`config.mk`:
```
export PLATFORM = sky130hd
export DESIGN_NAME = multicycle_control_flat
export DESIGN_NICKNAME = d
export VERILOG_FILES = /design/src/rtl/multicycle_control_if.sv /design/src/rtl/multicycle_control.sv /design/src/flat_wrapper.sv
export SDC_FILE = /design/constraint.sdc
export NUM_CORES = 1
export LEC_CHECK = 0
export CAP_MARGIN = 15
export CORE_ASPECT_RATIO = 0.9
export CORE_MARGIN = 3
export CORE_UTILIZATION = 25
export CTS_BUF_LIST = sky130_fd_sc_hd__clkbuf_8 sky130_fd_sc_hd__clkbuf_16
export CTS_CLUSTER_DIAMETER = 30
export DETAILED_ROUTE_END_ITERATION = 12
export GPL_TIMING_DRIVEN = 0
export PLACE_DENSITY_LB_ADDON = 0.15
export SLEW_MARGIN = 20
export SYNTH_ARGS = -nofsm -noshare
export SYNTH_HDL_FRONTEND = slang
export SYNTH_SLANG_ARGS = --single-unit
```
`constraint.sdc`:
```
create_clock -name clk -period 2.1 [get_ports clk]
set_clock_uncertainty 0.05 [all_clocks]
set_input_delay 0.525 -clock clk [delete_from_list [all_inputs] [get_ports clk]]
set_output_delay 0.525 -clock clk [all_outputs]
set_load 0.05 [all_outputs]
```
`src/rtl/multicycle_control_if.sv`:
```
// Controller <-> datapath/shared-memory bundle for the multi-cycle RV32 sequencer.
// master = controller side, slave = datapath + memory side.
interface multicycle_control_if #(
  parameter int CNT_W = 32
);
  logic [6:0]       opcode;
  logic             mem_ready;
  logic             mem_req;
  logic             iord;
  logic             memread;
  logic             memwrite;
  logic             ir_write;
  logic             pc_write;
  logic             branch;
  logic             alusrc;
  logic [1:0]       aluop;
  logic             memreg;
  logic             regwrite;
  logic             jump;
  logic             trap;
  logic [1:0]       trap_cause;
  logic [CNT_W-1:0] retired;

  modport master (
    input  opcode, mem_ready,
    output mem_req, iord, memread, memwrite, ir_write, pc_write, branch,
           alusrc, aluop, memreg, regwrite, jump, trap, trap_cause, retired
  );

  modport slave (
    output opcode, mem_ready,
    input  mem_req, iord, memread, memwrite, ir_write, pc_write, branch,
           alusrc, aluop, memreg, regwrite, jump, trap, trap_cause, retired
  );
endinterface

```
`src/rtl/multicycle_control.sv`:
```
// Multi-cycle RV32 main controller: FETCH/DECODE/EXEC/MEM/WB over one shared
// memory port, with illegal-opcode / memory-timeout trap and retire counter.
module multicycle_control #(
  parameter int ENABLE_JAL  = 1,
  parameter int ENABLE_LUI  = 1,
  parameter int MEM_TIMEOUT = 16,
  parameter int CNT_W       = 32
) (
  input  logic                 clk,
  input  logic                 rst_n,
  multicycle_control_if.master bus
);
  localparam logic [6:0] OP_R   = 7'b0110011;
  localparam logic [6:0] OP_LW  = 7'b0000011;
  localparam logic [6:0] OP_SW  = 7'b0100011;
  localparam logic [6:0] OP_I   = 7'b0010011;
  localparam logic [6:0] OP_BEQ = 7'b1100011;
  localparam logic [6:0] OP_JAL = 7'b1101111;
  localparam logic [6:0] OP_LUI = 7'b0110111;

  localparam int              WC_W   = (MEM_TIMEOUT > 1) ? $clog2(MEM_TIMEOUT) : 1;
  localparam logic [WC_W-1:0] WC_LIM = WC_W'((MEM_TIMEOUT > 0) ? MEM_TIMEOUT - 1 : 0);

  typedef enum logic [2:0] {
    S_FETCH  = 3'd0,
    S_DECODE = 3'd1,
    S_EXEC   = 3'd2,
    S_MEM    = 3'd3,
    S_WB     = 3'd4,
    S_TRAP   = 3'd5
  } state_t;

  state_t           state;
  logic [6:0]       opcode_q;
  logic [WC_W-1:0]  wait_cnt;
  logic [1:0]       cause_q;
  logic [CNT_W-1:0] retired_q;

  logic req_st, stall, expire, legal;

  function automatic logic is_legal(input logic [6:0] op);
    case (op)
      OP_R, OP_LW, OP_SW, OP_I, OP_BEQ: is_legal = 1'b1;
      OP_JAL:                           is_legal = (ENABLE_JAL != 0);
      OP_LUI:                           is_legal = (ENABLE_LUI != 0);
      default:                          is_legal = 1'b0;
    endcase
  endfunction

  // Only FETCH and MEM own the memory port, so only they can stall or time out.
  always_comb begin
    req_st = (state == S_FETCH) || (state == S_MEM);
    stall  = req_st && !bus.mem_ready;
    expire = (MEM_TIMEOUT != 0) && stall && (wait_cnt == WC_LIM);
    legal  = is_legal(bus.opcode);
  end

  always_ff @(posedge clk or negedge rst_n) begin
    if (!rst_n) begin
      state     <= S_FETCH;
      opcode_q  <= '0;
      wait_cnt  <= '0;
      cause_q   <= 2'b00;
      retired_q <= '0;
    end else begin
      wait_cnt <= (stall && !expire) ? wait_cnt + 1'b1 : '0;
      case (state)
        S_FETCH: begin
          if (bus.mem_ready) state <= S_DECODE;
          else if (expire) begin
            state   <= S_TRAP;
            cause_q <= 2'b10;
          end
        end
        S_DECODE: begin
          opcode_q <= bus.opcode;
          if (legal) state <= S_EXEC;
          else begin
            state   <= S_TRAP;
            cause_q <= 2'b01;
          end
        end
        S_EXEC: begin
          case (opcode_q)
            OP_R, OP_I, OP_JAL, OP_LUI: state <= S_WB;
            OP_LW, OP_SW:               state <= S_MEM;
            OP_BEQ: begin
              state     <= S_FETCH;
              retired_q <= retired_q + 1'b1;
            end
            default: begin
              state   <= S_TRAP;
              cause_q <= 2'b01;
            end
          endcase
        end
        S_MEM: begin
          if (bus.mem_ready) begin
            if (opcode_q == OP_LW) state <= S_WB;
            else begin
              state     <= S_FETCH;
              retired_q <= retired_q + 1'b1;
            end
          end else if (expire) begin
            state   <= S_TRAP;
            cause_q <= 2'b10;
          end
        end
        S_WB: begin
          state     <= S_FETCH;
          retired_q <= retired_q + 1'b1;
        end
        S_TRAP: state <= S_TRAP;
        default: begin
          state   <= S_TRAP;
          cause_q <= 2'b01;
        end
      endcase
    end
  end

  // Controls decode from state/opcode_q; gating with rst_n drops the request
  // the moment reset asserts rather than at the next edge.
  always_comb begin
    bus.mem_req  = 1'b0;
    bus.iord     = 1'b0;
    bus.memread  = 1'b0;
    bus.memwrite = 1'b0;
    bus.ir_write = 1'b0;
    bus.pc_write = 1'b0;
    bus.branch   = 1'b0;
    bus.alusrc   = 1'b0;
    bus.aluop    = 2'b00;
    bus.memreg   = 1'b0;
    bus.regwrite = 1'b0;
    bus.jump     = 1'b0;
    bus.trap     = 1'b0;
    if (rst_n) begin
      case (state)
        S_FETCH: begin
          bus.mem_req  = 1'b1;
          bus.memread  = 1'b1;
          bus.ir_write = bus.mem_ready;
          bus.pc_write = bus.mem_ready;
        end
        S_EXEC: begin
          case (opcode_q)
            OP_R: bus.aluop = 2'b10;
            OP_I: begin
              bus.aluop  = 2'b10;
              bus.alusrc = 1'b1;
            end
            OP_LW, OP_SW: bus.alusrc = 1'b1;
            OP_BEQ: begin
              bus.aluop  = 2'b01;
              bus.branch = 1'b1;
            end
            OP_JAL: begin
              bus.pc_write = 1'b1;
              bus.jump     = 1'b1;
            end
            OP_LUI: begin
              bus.aluop  = 2'b11;
              bus.alusrc = 1'b1;
            end
            default: ;
          endcase
        end
        S_MEM: begin
          bus.mem_req  = 1'b1;
          bus.iord     = 1'b1;
          bus.alusrc   = 1'b1;
          bus.memread  = (opcode_q == OP_LW);
          bus.memwrite = (opcode_q == OP_SW);
        end
        S_WB: begin
          bus.regwrite = 1'b1;
          bus.memreg   = (opcode_q == OP_LW);
          bus.jump     = (opcode_q == OP_JAL);
        end
        S_TRAP: bus.trap = 1'b1;
        default: ;
      endcase
    end
  end

  assign bus.trap_cause = cause_q;
  assign bus.retired    = retired_q;
endmodule

```
`src/flat_wrapper.sv`:
```
// flat-port wrapper written by rule: the top's interface ports become plain ports
module multicycle_control_flat 
#(
  parameter int ENABLE_JAL  = 1,
  parameter int ENABLE_LUI  = 1,
  parameter int MEM_TIMEOUT = 16,
  parameter int CNT_W       = 32
)
  (clk, rst_n, bus_opcode, bus_mem_ready, bus_mem_req, bus_iord, bus_memread, bus_memwrite, bus_ir_write, bus_pc_write, bus_branch, bus_alusrc, bus_aluop, bus_memreg, bus_regwrite, bus_jump, bus_trap, bus_trap_cause, bus_retired);
  multicycle_control_if #(.CNT_W(CNT_W)) bus_i ();
  input  logic clk;
  input  logic rst_n;
  input wire logic [$bits(bus_i.opcode)-1:0] bus_opcode;
  input wire logic [$bits(bus_i.mem_ready)-1:0] bus_mem_ready;
  output wire logic [$bits(bus_i.mem_req)-1:0] bus_mem_req;
  output wire logic [$bits(bus_i.iord)-1:0] bus_iord;
  output wire logic [$bits(bus_i.memread)-1:0] bus_memread;
  output wire logic [$bits(bus_i.memwrite)-1:0] bus_memwrite;
  output wire logic [$bits(bus_i.ir_write)-1:0] bus_ir_write;
  output wire logic [$bits(bus_i.pc_write)-1:0] bus_pc_write;
  output wire logic [$bits(bus_i.branch)-1:0] bus_branch;
  output wire logic [$bits(bus_i.alusrc)-1:0] bus_alusrc;
  output wire logic [$bits(bus_i.aluop)-1:0] bus_aluop;
  output wire logic [$bits(bus_i.memreg)-1:0] bus_memreg;
  output wire logic [$bits(bus_i.regwrite)-1:0] bus_regwrite;
  output wire logic [$bits(bus_i.jump)-1:0] bus_jump;
  output wire logic [$bits(bus_i.trap)-1:0] bus_trap;
  output wire logic [$bits(bus_i.trap_cause)-1:0] bus_trap_cause;
  output wire logic [$bits(bus_i.retired)-1:0] bus_retired;
  assign bus_i.opcode = bus_opcode;
  assign bus_i.mem_ready = bus_mem_ready;
  assign bus_mem_req = bus_i.mem_req;
  assign bus_iord = bus_i.iord;
  assign bus_memread = bus_i.memread;
  assign bus_memwrite = bus_i.memwrite;
  assign bus_ir_write = bus_i.ir_write;
  assign bus_pc_write = bus_i.pc_write;
  assign bus_branch = bus_i.branch;
  assign bus_alusrc = bus_i.alusrc;
  assign bus_aluop = bus_i.aluop;
  assign bus_memreg = bus_i.memreg;
  assign bus_regwrite = bus_i.regwrite;
  assign bus_jump = bus_i.jump;
  assign bus_trap = bus_i.trap;
  assign bus_trap_cause = bus_i.trap_cause;
  assign bus_retired = bus_i.retired;
  multicycle_control #(.ENABLE_JAL(ENABLE_JAL), .ENABLE_LUI(ENABLE_LUI), .MEM_TIMEOUT(MEM_TIMEOUT), .CNT_W(CNT_W)) u_core (.clk(clk), .rst_n(rst_n), .bus(bus_i));
endmodule
```
==> out/metrics.yaml, run 1 <==
yosys:
  mappedNetlistArea_um2: 2750
  yosysWarnings: 0
  synth-async-reset-ratio: 1.00
  postSynthCellCount: 283
  synth_cell_types: 51
  syn-num-nets: 295
  synth.avg_cell_area_um2: 9.71
  synth_edf_count: 0
  synthFlopType: "dfrtp_1"
  synth_seq_cells: 48
  ys_seq_area_frac: 0.437
sta:
  max_freq_mhz: 434
  worst_slack_ns: -0.206
  drv_slew: 0
  setup_viol: 9
  rsz0062_at_grt: "yes"
  period_share: 1.10
  setup_tns_ns: -0.860
  hold_ws_ns: 0.0384
  min_period_ns: 2.31
  worst_pin_slew_ns: 0.663
  maxSlewHeadroom: 0.556
  final-hold-violation-count: 0
die:
  row_count: 35
  die_x_um: 117
  core_area_um2: 10500
  io_pins: 58
  fp.dieH_um: 105
  start_util: 0.263
  dieArea_um2: 12300
place:
  pre_cts_ws_ns: -1.27
  dp_hpwl_um: 5470
  portBuffers: 56
  place_inst: 468
  gp_congestion: 0.835
  dpl_cell_area_um2: 3680
outcome:
  status: "finished with violations"
  violations: "negative setup slack"
route:
  firstDrtPassIters: 4
  vias_per_cell: 4.90
  wl_um: 7870
  drc: 0
  drt_first_iter_violations: 78
  detail_route.wl_per_cell_um: 15.4
  via_count: 2499
  final_antenna_net_count: 0
global_routing:
  grt_max_degree: 54
  overflow: 0
  grt_pass1_wl_um: 13000
  track_usage: 0.131
  grt_pass1_vias: 2484
  grt_antenna_before_repair: 0
critical_path:
  r2r-end: "u_core.bus.retired[25]"
  path_max_fanout: 3
  r2r_slack_ns: 0.04
  r2r-start: "u_core.opcode_q[5]"
  endpoint_kind: "primary output"
  criticalPathCategory: "register to primary output"
  critPathRequiredTime_ns: 1.52
  critPathArrivalTime_ns: 1.73
  reg2reg_depth: 10
  startpoint_type: "register"
clock_network:
  ctsHoldBuffers: 0
  path_clk_slew_ns: 0.07
  htreeDepth: 2
  cts_tree: "done"
  clockBufferDepth: 2
  cts.sinks: 48
  clock_latency_ns: 0.29
  clockRootBuffer: "clkbuf_16"
  cts_made_buffers: 5
power_and_ir_drop:
  vdd_drop_max_uv: 428
  leakagePower_nw: 2.10
  p_per_area_nw_per_um2: 412
  p_total_mw: 1.81
cells_and_area:
  antennaDiodeCount: 0
  regArea_um2: 1220
  area_growth_pct: 59.9
  nNetsFinal: 392
  final_util: 0.420
  multi_input_area_um2: 1820
  design_area_um2: 4390
  instances_no_fill: 510
  drive_above_1_share: 0.409
  layout_common_cells: "buf_4, dfrtp_1, nand2_1"
  fillers: 1015
  layout_commonest_cell: "buf_4"
run:
  drv_cap: 0
worst_hold_path:
  hp-class: "input port to async pin"
layer usage:
| layer | vias up | track usage | share of wire |
|---|---|---|---|
| met5 | - | 0 | 0 |
| met4 | 0 | 0.0295 | 0.0083 |
| met3 | 5 | 0.0207 | 0.031 |
| met2 | 49 | 0.202 | 0.46 |
| met1 | 1235 | 0.194 | 0.50 |
| li1 | 1210 | - | - |
cells by family after synthesis:
family / count (synthesis) / share of synthesized area
adders and majority gates: 2 / 0.00910
buffers and inverters: 19 / 0.0310
xor gates and xnor gates: 34 / 0.108
AOI/OAI and AO/OA: 27 / 0.0756
DFF: 48 / 0.437
and+or+nand+nor: 145 / 0.307
muxes: 8 / 0.0323
synth_stat cells, types with 7 or more instances:
cell type | number | area (um2)
dfrtp_1 | 48 | 1200
xor2_1 | 15 | 131
nand4_1 | 10 | 62.6
nand2_1 | 26 | 97.6
nand2b_1 | 8 | 50.1
mux2_2 | 7 | 78.8
and3_1 | 7 | 43.8
nor2_1 | 13 | 48.8
nand3_1 | 23 | 115
clkbuf_1 | 9 | 33.8
nor3_1 | 19 | 95.1
xnor2_1 | 19 | 166
what timing repair did:
item | in CTS | in global routing
setup endpoints to repair | 67 | 40
setup buffers | 26 | 8
hold endpoints to repair | 0 | 0
cloned | 0 | 1
pin swaps | 12 | 13
resized for setup | 142 | 44
where the power goes:
| group | switching, mW | internal, mW |
|---|---|---|
| Clock | 0.362 | 0.444 |
| Combinational | 0.0491 | 0.0285 |
| Sequential | 0.000705 | 0.925 |
| Total | 0.412 | 1.40 |
critical path: stages (launching register included):
cell      delay (ns)
dfrtp_1         0.37
clkbuf_8        0.14
and3_4          0.17
nand3b_1        0.17
nor2_1          0.15
mux2i_1         0.12
nor3_4          0.13
buf_6           0.18
worst max path at each step:
| stage | endpoint | startpoint | slack [ns] | cells after the start |
|---|---|---|---|---|
| detailed placement | bus_aluop[1] | rst_n | -1.27 | 5 |
| floorplan | bus_memreg | u_core.state[1] | -0.20 | 4 |
| global route | bus_pc_write | u_core.opcode_q[5] | -0.29 | 7 |
| finish | bus_pc_write | u_core.opcode_q[5] | -0.21 | 7 |
| CTS | bus_pc_write | u_core.opcode_q[5] | -0.19 | 7 |
| global placement | bus_memwrite | rst_n | -3.22 | 5 |
area by class of cell:
class	instances	share of cell area
flip-flops and latches	48	0.279
well taps	129	0.0367
inverters	6	0.00513
clock inverters	3	0.00541
plain buffers	12	0.0347
clock buffers	5	0.0285
repair buffers	91	0.197
multi-input cells	216	0.414
sequential cells by signal (all words and copies together) (netlist names):
register	flops
u_core.bus.retired	32
u_core.bus.trap_cause	2
u_core.opcode_q	7
u_core.state	3
u_core.wait_cnt	4
Note: power is estimated with default switching activity, not from simulation.
==> run 2, diff against run 1 <==
--- a/config.mk
+++ b/config.mk
@@ -12,7 +12,8 @@
 export CTS_BUF_LIST = sky130_fd_sc_hd__clkbuf_8 sky130_fd_sc_hd__clkbuf_16
 export CTS_CLUSTER_DIAMETER = 30
 export DETAILED_ROUTE_END_ITERATION = 12
-export GPL_TIMING_DRIVEN = 0
+export GPL_TIMING_DRIVEN = 1
+export HOLD_SLACK_MARGIN = 0.12
 export PLACE_DENSITY_LB_ADDON = 0.15
 export SLEW_MARGIN = 20
 export SYNTH_ARGS = -nofsm -noshare
==> out/metrics.yaml, run 2 (synthesis results as in run 1) <==
outcome:
  status: "finished with violations"
  violations: "negative setup slack"
global_routing:
  track_usage: 0.137  # +0.00527
  overflow: 0  # unchanged
  grt_antenna_before_repair: 0  # unchanged
  grt_pass1_wl_um: 13400  # +3.2%
  grt_pass1_vias: 2561  # +3.1%
  grt_max_degree: 27  # -50%
route:
  vias_per_cell: 4.75  # -3.0%
  final_antenna_net_count: 0  # unchanged
  via_count: 2561  # +2.5%
  drc: 0  # unchanged
  detail_route.wl_per_cell_um: 15.2  # -1.7%
  wl_um: 8170  # +3.9%
  firstDrtPassIters: 4  # unchanged
  drt_first_iter_violations: 85  # +9.0%
sta:
  period_share: 1.08  # -0.0225
  rsz0062_at_grt: "yes"
  maxSlewHeadroom: 0.735  # +0.179
  final-hold-violation-count: 0  # unchanged
  max_freq_mhz: 443  # +2.1%
  worst_pin_slew_ns: 0.394  # -0.269 ns
  drv_slew: 0  # unchanged
  setup_viol: 19  # +10
  min_period_ns: 2.26  # -0.0473 ns
  setup_tns_ns: -1.01  # -0.152 ns
  worst_slack_ns: -0.158  # +0.0473 ns
cells_and_area:
  instances_no_fill: 539  # +5.7%
  final_util: 0.459  # +0.0392
  layout_commonest_cell: "buf_4"
  largest_reg_flops: 32  # unchanged
  layout_common_cells: "buf_4, dfrtp_1, nand2_1, nand3_1, xnor2_1"
  area_growth_pct: 74.8
  nNetsFinal: 421  # +7.4%
  drive_above_1_share: 0.563  # +0.154
  antennaDiodeCount: 0  # unchanged
place:
  dp_hpwl_um: 6130  # +12%
  pre_cts_ws_ns: -0.335  # +0.935 ns
  gp_congestion: 0.865  # +3.6%
  place_inst: 511  # +9.2%
  portBuffers: 57  # +1.8%
power_and_ir_drop:
  vdd_drop_max_uv: 311  # -27%
  sequentialPowerShare: 0.481  # -0.031
  clkPwrFrac: 0.472  # +0.027
  combinationalPowerShare: 0.048  # +0.005
  intPower_mw: 1.52  # +9.0%
  p_per_area_nw_per_um2: 401  # -2.5%
  p_total_mw: 1.93  # +6.6%
  netSwitchingFraction: 0.210  # -0.0173
  leakagePower_nw: 2.23  # +6.4%
  p_sw_mw: 0.406  # -1.5%
critical_path:
  r2r_slack_ns: -0.06  # -0.10 ns
  endpoint_kind: "primary output"
  critPathArrivalTime_ns: 1.68  # -0.05 ns
  path_max_fanout: 4  # +1
  criticalPathCategory: "register to primary output"
  r2r-end: "u_core.bus.retired[30]"
  r2r-start: "u_core.opcode_q[3]"
  reg2reg_depth: 7  # -3
  critPathRequiredTime_ns: 1.52  # about the same
  startpoint_type: "register"
clock_network:
  clockBufferDepth: 2  # unchanged
  path_clk_slew_ns: 0.07  # about the same
  cts_made_buffers: 5  # unchanged
  cts.sinks: 48  # unchanged
  cts_tree: "done"
  clockRootBuffer: "clkbuf_16"
  htreeDepth: 2  # unchanged
  clock_latency_ns: 0.29  # about the same
  ctsHoldBuffers: 0  # unchanged
die:
  core_area_um2: 10500  # unchanged
  dieArea_um2: 12300  # unchanged
  row_count: 35  # unchanged
  io_pins: 58  # unchanged
  die_x_um: 117  # unchanged
  start_util: 0.263  # unchanged
  fp.dieH_um: 105  # unchanged
run:
  drv_cap: 0  # unchanged
worst_hold_path:
  hp-class: "input port to async pin"
## run 2: layer usage
layer | share of wire | wire (um) | global-route usage
met1 | 0.50 | 4120 | 0.210
met2 | 0.45 | 3680 | 0.199
met3 | 0.041 | 335 | 0.0258
met4 | 0.0053 | 43 | 0.0270
met5 | 0 | 0 | 0
## run 2: repair_timing
item                       in CTS  in global routing
setup endpoints to repair      13                 43
pin swaps                      17                 35
hold endpoints to repair        0                  0
gates cloned                    0                  1
gates resized for setup        34                 54
buffers inserted               16                  4
## run 2: worst max path at each step
stage | from | to | slack [ns] | cells after the start
finish | u_core.opcode_q[3] | bus_pc_write | -0.16 | 6
global route | u_core.opcode_q[3] | bus_pc_write | -0.29 | 6
CTS | u_core.opcode_q[3] | bus_jump | -0.20 | 4
detailed placement | bus_opcode[4] | u_core.bus.trap_cause[0] | -0.33 | 7
global placement | bus_opcode[4] | u_core.bus.trap_cause[0] | -0.27 | 7
floorplan | u_core.state[1] | bus_memreg | -0.20 | 4
## run 2: metrics by stage
step                      area (um2)  hold slack (ns)
after floorplan                 2960            0.179
after global placement          4060            0.404
after detailed placement        4060            0.416
after CTS                       4460            0.127
after global routing            4800            0.144
final                           4800            0.136
## run 2: final cells by class
cell class	instances	area, um2
fillers	980	5660
multi-input cells	216	1950
inverters	6	26.3
repair buffers	132	1280
clock inverters	3	38.8
flip-flops and latches	48	1220
clock buffers	5	125
well taps	129	161
## run 2: power groups by stage
stage / Sequential [mW] / Combinational, mW / Clock, mW
final: 0.927 / 0.0923 / 0.909
after CTS: 0.926 / 0.0912 / 0.932
after floorplan: 0.949 / 0.0177 / 0
after global placement: 0.945 / 0.0853 / 0
after global routing: 0.926 / 0.102 / 0.965
after detailed placement: 0.944 / 0.0853 / 0
## run 2: critical path: stages, from the launching register on
cell	delay, ns
dfrtp_1	0.40
and3_4	0.20
nand3b_1	0.19
nor2_1	0.15
mux2i_1	0.12
nor3_4	0.17
buf_12	0.16
==> run 3, diff against run 2 <==
==> constraint.sdc (replaced) <==
create_clock -name clk -period 2.8 [get_ports clk]
set_clock_uncertainty 0.05 [all_clocks]
set_input_delay 0.7 -clock clk [delete_from_list [all_inputs] [get_ports clk]]
set_output_delay 0.7 -clock clk [all_outputs]
set_load 0.05 [all_outputs]
==> out/metrics.yaml, run 3 (synthesis results as in run 1) <==
critical_path:
  critPathRequiredTime_ns: 2.05  # +0.53 ns
  endpoint_kind: "primary output"
  path_max_fanout: 6  # +2
  r2r_slack_ns: 0.44  # +0.50 ns
  worstSetupEndpoint: "bus_jump"
  startpoint_type: "register"
  criticalPathCategory: "register to primary output"
  r2r-end: "u_core.bus.retired[30]"
  r2r-start: "u_core.state[1]"
  startpoint: "u_core.opcode_q[3]"
  reg2reg_depth: 5  # -2
  critPathArrivalTime_ns: 1.87  # +0.19 ns
die:
  row_count: 35  # unchanged
  core_area_um2: 10500  # unchanged
  fp.dieH_um: 105  # unchanged
  dieArea_um2: 12300  # unchanged
  start_util: 0.263  # unchanged
  io_pins: 58  # unchanged
  die_x_um: 117  # unchanged
route:
  final_antenna_net_count: 0  # unchanged
  detail_route.wl_per_cell_um: 15.2  # +0.52%
  drt_first_iter_violations: 159  # +87%
  wl_um: 7360  # -9.9%
  via_count: 2329  # -9.1%
  vias_per_cell: 4.82  # +1.5%
  firstDrtPassIters: 4  # unchanged
  drc: 0  # unchanged
clock_network:
  htreeDepth: 2  # unchanged
  cts_tree: "done"
  cts.sinks: 48  # unchanged
  path_clk_slew_ns: 0.06  # about the same
  clock_latency_ns: 0.28  # about the same
  cts_setup_buffers: 0  # -16
  cts_made_buffers: 5  # unchanged
  clockBufferDepth: 2  # unchanged
  clockRootBuffer: "clkbuf_16"
power_and_ir_drop:
  netSwitchingFraction: 0.209  # -0.00138
  intPower_mw: 1.04  # -32%
  p_per_area_nw_per_um2: 337  # -16%
  p_sw_mw: 0.274  # -32%
  clkPwrFrac: 0.427  # -0.045
  sequentialPowerShare: 0.530  # +0.049
  vdd_drop_max_uv: 200  # -36%
  leakagePower_nw: 1.64  # -27%
  p_total_mw: 1.31  # -32%
  combinationalPowerShare: 0.043  # -0.005
cells_and_area:
  antennaDiodeCount: 0  # unchanged
  multi_input_area_um2: 1500  # -23%
  largest_reg_flops: 32  # unchanged
  area_growth_pct: 41.5
  regArea_um2: 1200  # -1.5%
  nNetsFinal: 366  # -13%
  drive_above_1_share: 0.195  # -0.368
  layout_commonest_cell: "dfrtp_1"
  final_util: 0.372  # -0.0874
  fillers: 1037  # +5.8%
  layout_common_cells: "dfrtp_1, clkdlybuf4s50_1, nand2_1, nand3_1"
sta:
  maxSlewHeadroom: 0.569  # -0.166
  setup_viol: 0  # -19
  setup_tns_ns: 0  # +1.01 ns
  min_period_ns: 2.62
  final-hold-violation-count: 0  # unchanged
  rsz0062_at_grt: "no"
  worst_pin_slew_ns: 0.644  # +0.250 ns
  period_share: 0.935
  drv_slew: 0  # unchanged
  hold_ws_ns: 0.337  # +0.200 ns
  max_freq_mhz: 382
global_routing:
  grt_pass1_vias: 2350  # -8.2%
  track_usage: 0.126  # -0.0104
  grt_antenna_before_repair: 0  # unchanged
  grt_max_degree: 37  # +37%
  grt_pass1_wl_um: 12300  # -7.9%
  overflow: 0  # unchanged
place:
  dp_hpwl_um: 5780  # -5.8%
  portBuffers: 57  # unchanged
  gp_congestion: 0.838  # -3.1%
outcome:
  status: "finished clean"
run:
  drv_cap: 0  # unchanged
worst_hold_path:
  hp-class: "input port to async pin"
[run 3: layout make-up]
class,count,area share
Multi-Input combinational cell,216,0.386
Sequential cell,48,0.309
Timing Repair Buffer,77,0.223
Tap cell,129,0.0415
Clock buffer,5,0.0322
Inverter,6,0.00579
Clock inverter,2,0.00225
[run 3: through the flow]
step	instance area (um2)	std cells	worst slack (ns)
finish	3890	483	0.182
global route	3890	483	0.0595
detailed placement	3750	476	0.0466
global placement	3750	476	0.0930
floorplan	2780	283	-0.0876
CTS	3880	483	0.157
[run 3: critical path, cell delays in order, from the launching register on]
cell and delay, ns:
dfrtp_1 0.43, and3_1 0.21, nand3b_1 0.17, a2111oi_2 0.57
buf_12 0.20
[run 3: power by group through the flow]
stage          Clock [mW]  Combinational, mW  Sequential, mW
2_1_floorplan           0             0.0126           0.712
3_3_place_gp            0             0.0574           0.708
3_5_place_dp            0             0.0579           0.708
4_1_cts             0.584             0.0580           0.695
5_1_grt             0.614             0.0624           0.695
6_report            0.561             0.0561           0.695
[run 3: what timing repair did]
| item | 4_1_cts | 5_1_grt |
|---|---|---|
| hold buffers | 0 | 0 |
| resized for setup | 0 | 1 |
| endpoints found under the setup margin | 0 | 1 |
[run 3: worst min path at each step]
stage	slack, ns	end	startpoint	cells past startpoint
6_report	0.34	u_core.bus.trap_cause[0]	rst_n	2
3_5_place_dp	0.40	u_core.wait_cnt[0]	u_core.wait_cnt[0]	1
5_1_grt	0.35	u_core.bus.trap_cause[1]	rst_n	2
4_1_cts	0.33	u_core.bus.trap_cause[0]	rst_n	2
2_1_floorplan	0.35	u_core.bus.retired[0]	rst_n	0
3_3_place_gp	0.40	u_core.wait_cnt[0]	u_core.wait_cnt[0]	1
[run 3: per-layer routing]
layer  track usage  wire [um]
met5             0          0
met4        0.0360         98
met3        0.0224        214
met2         0.180       3230
met1         0.193       3820
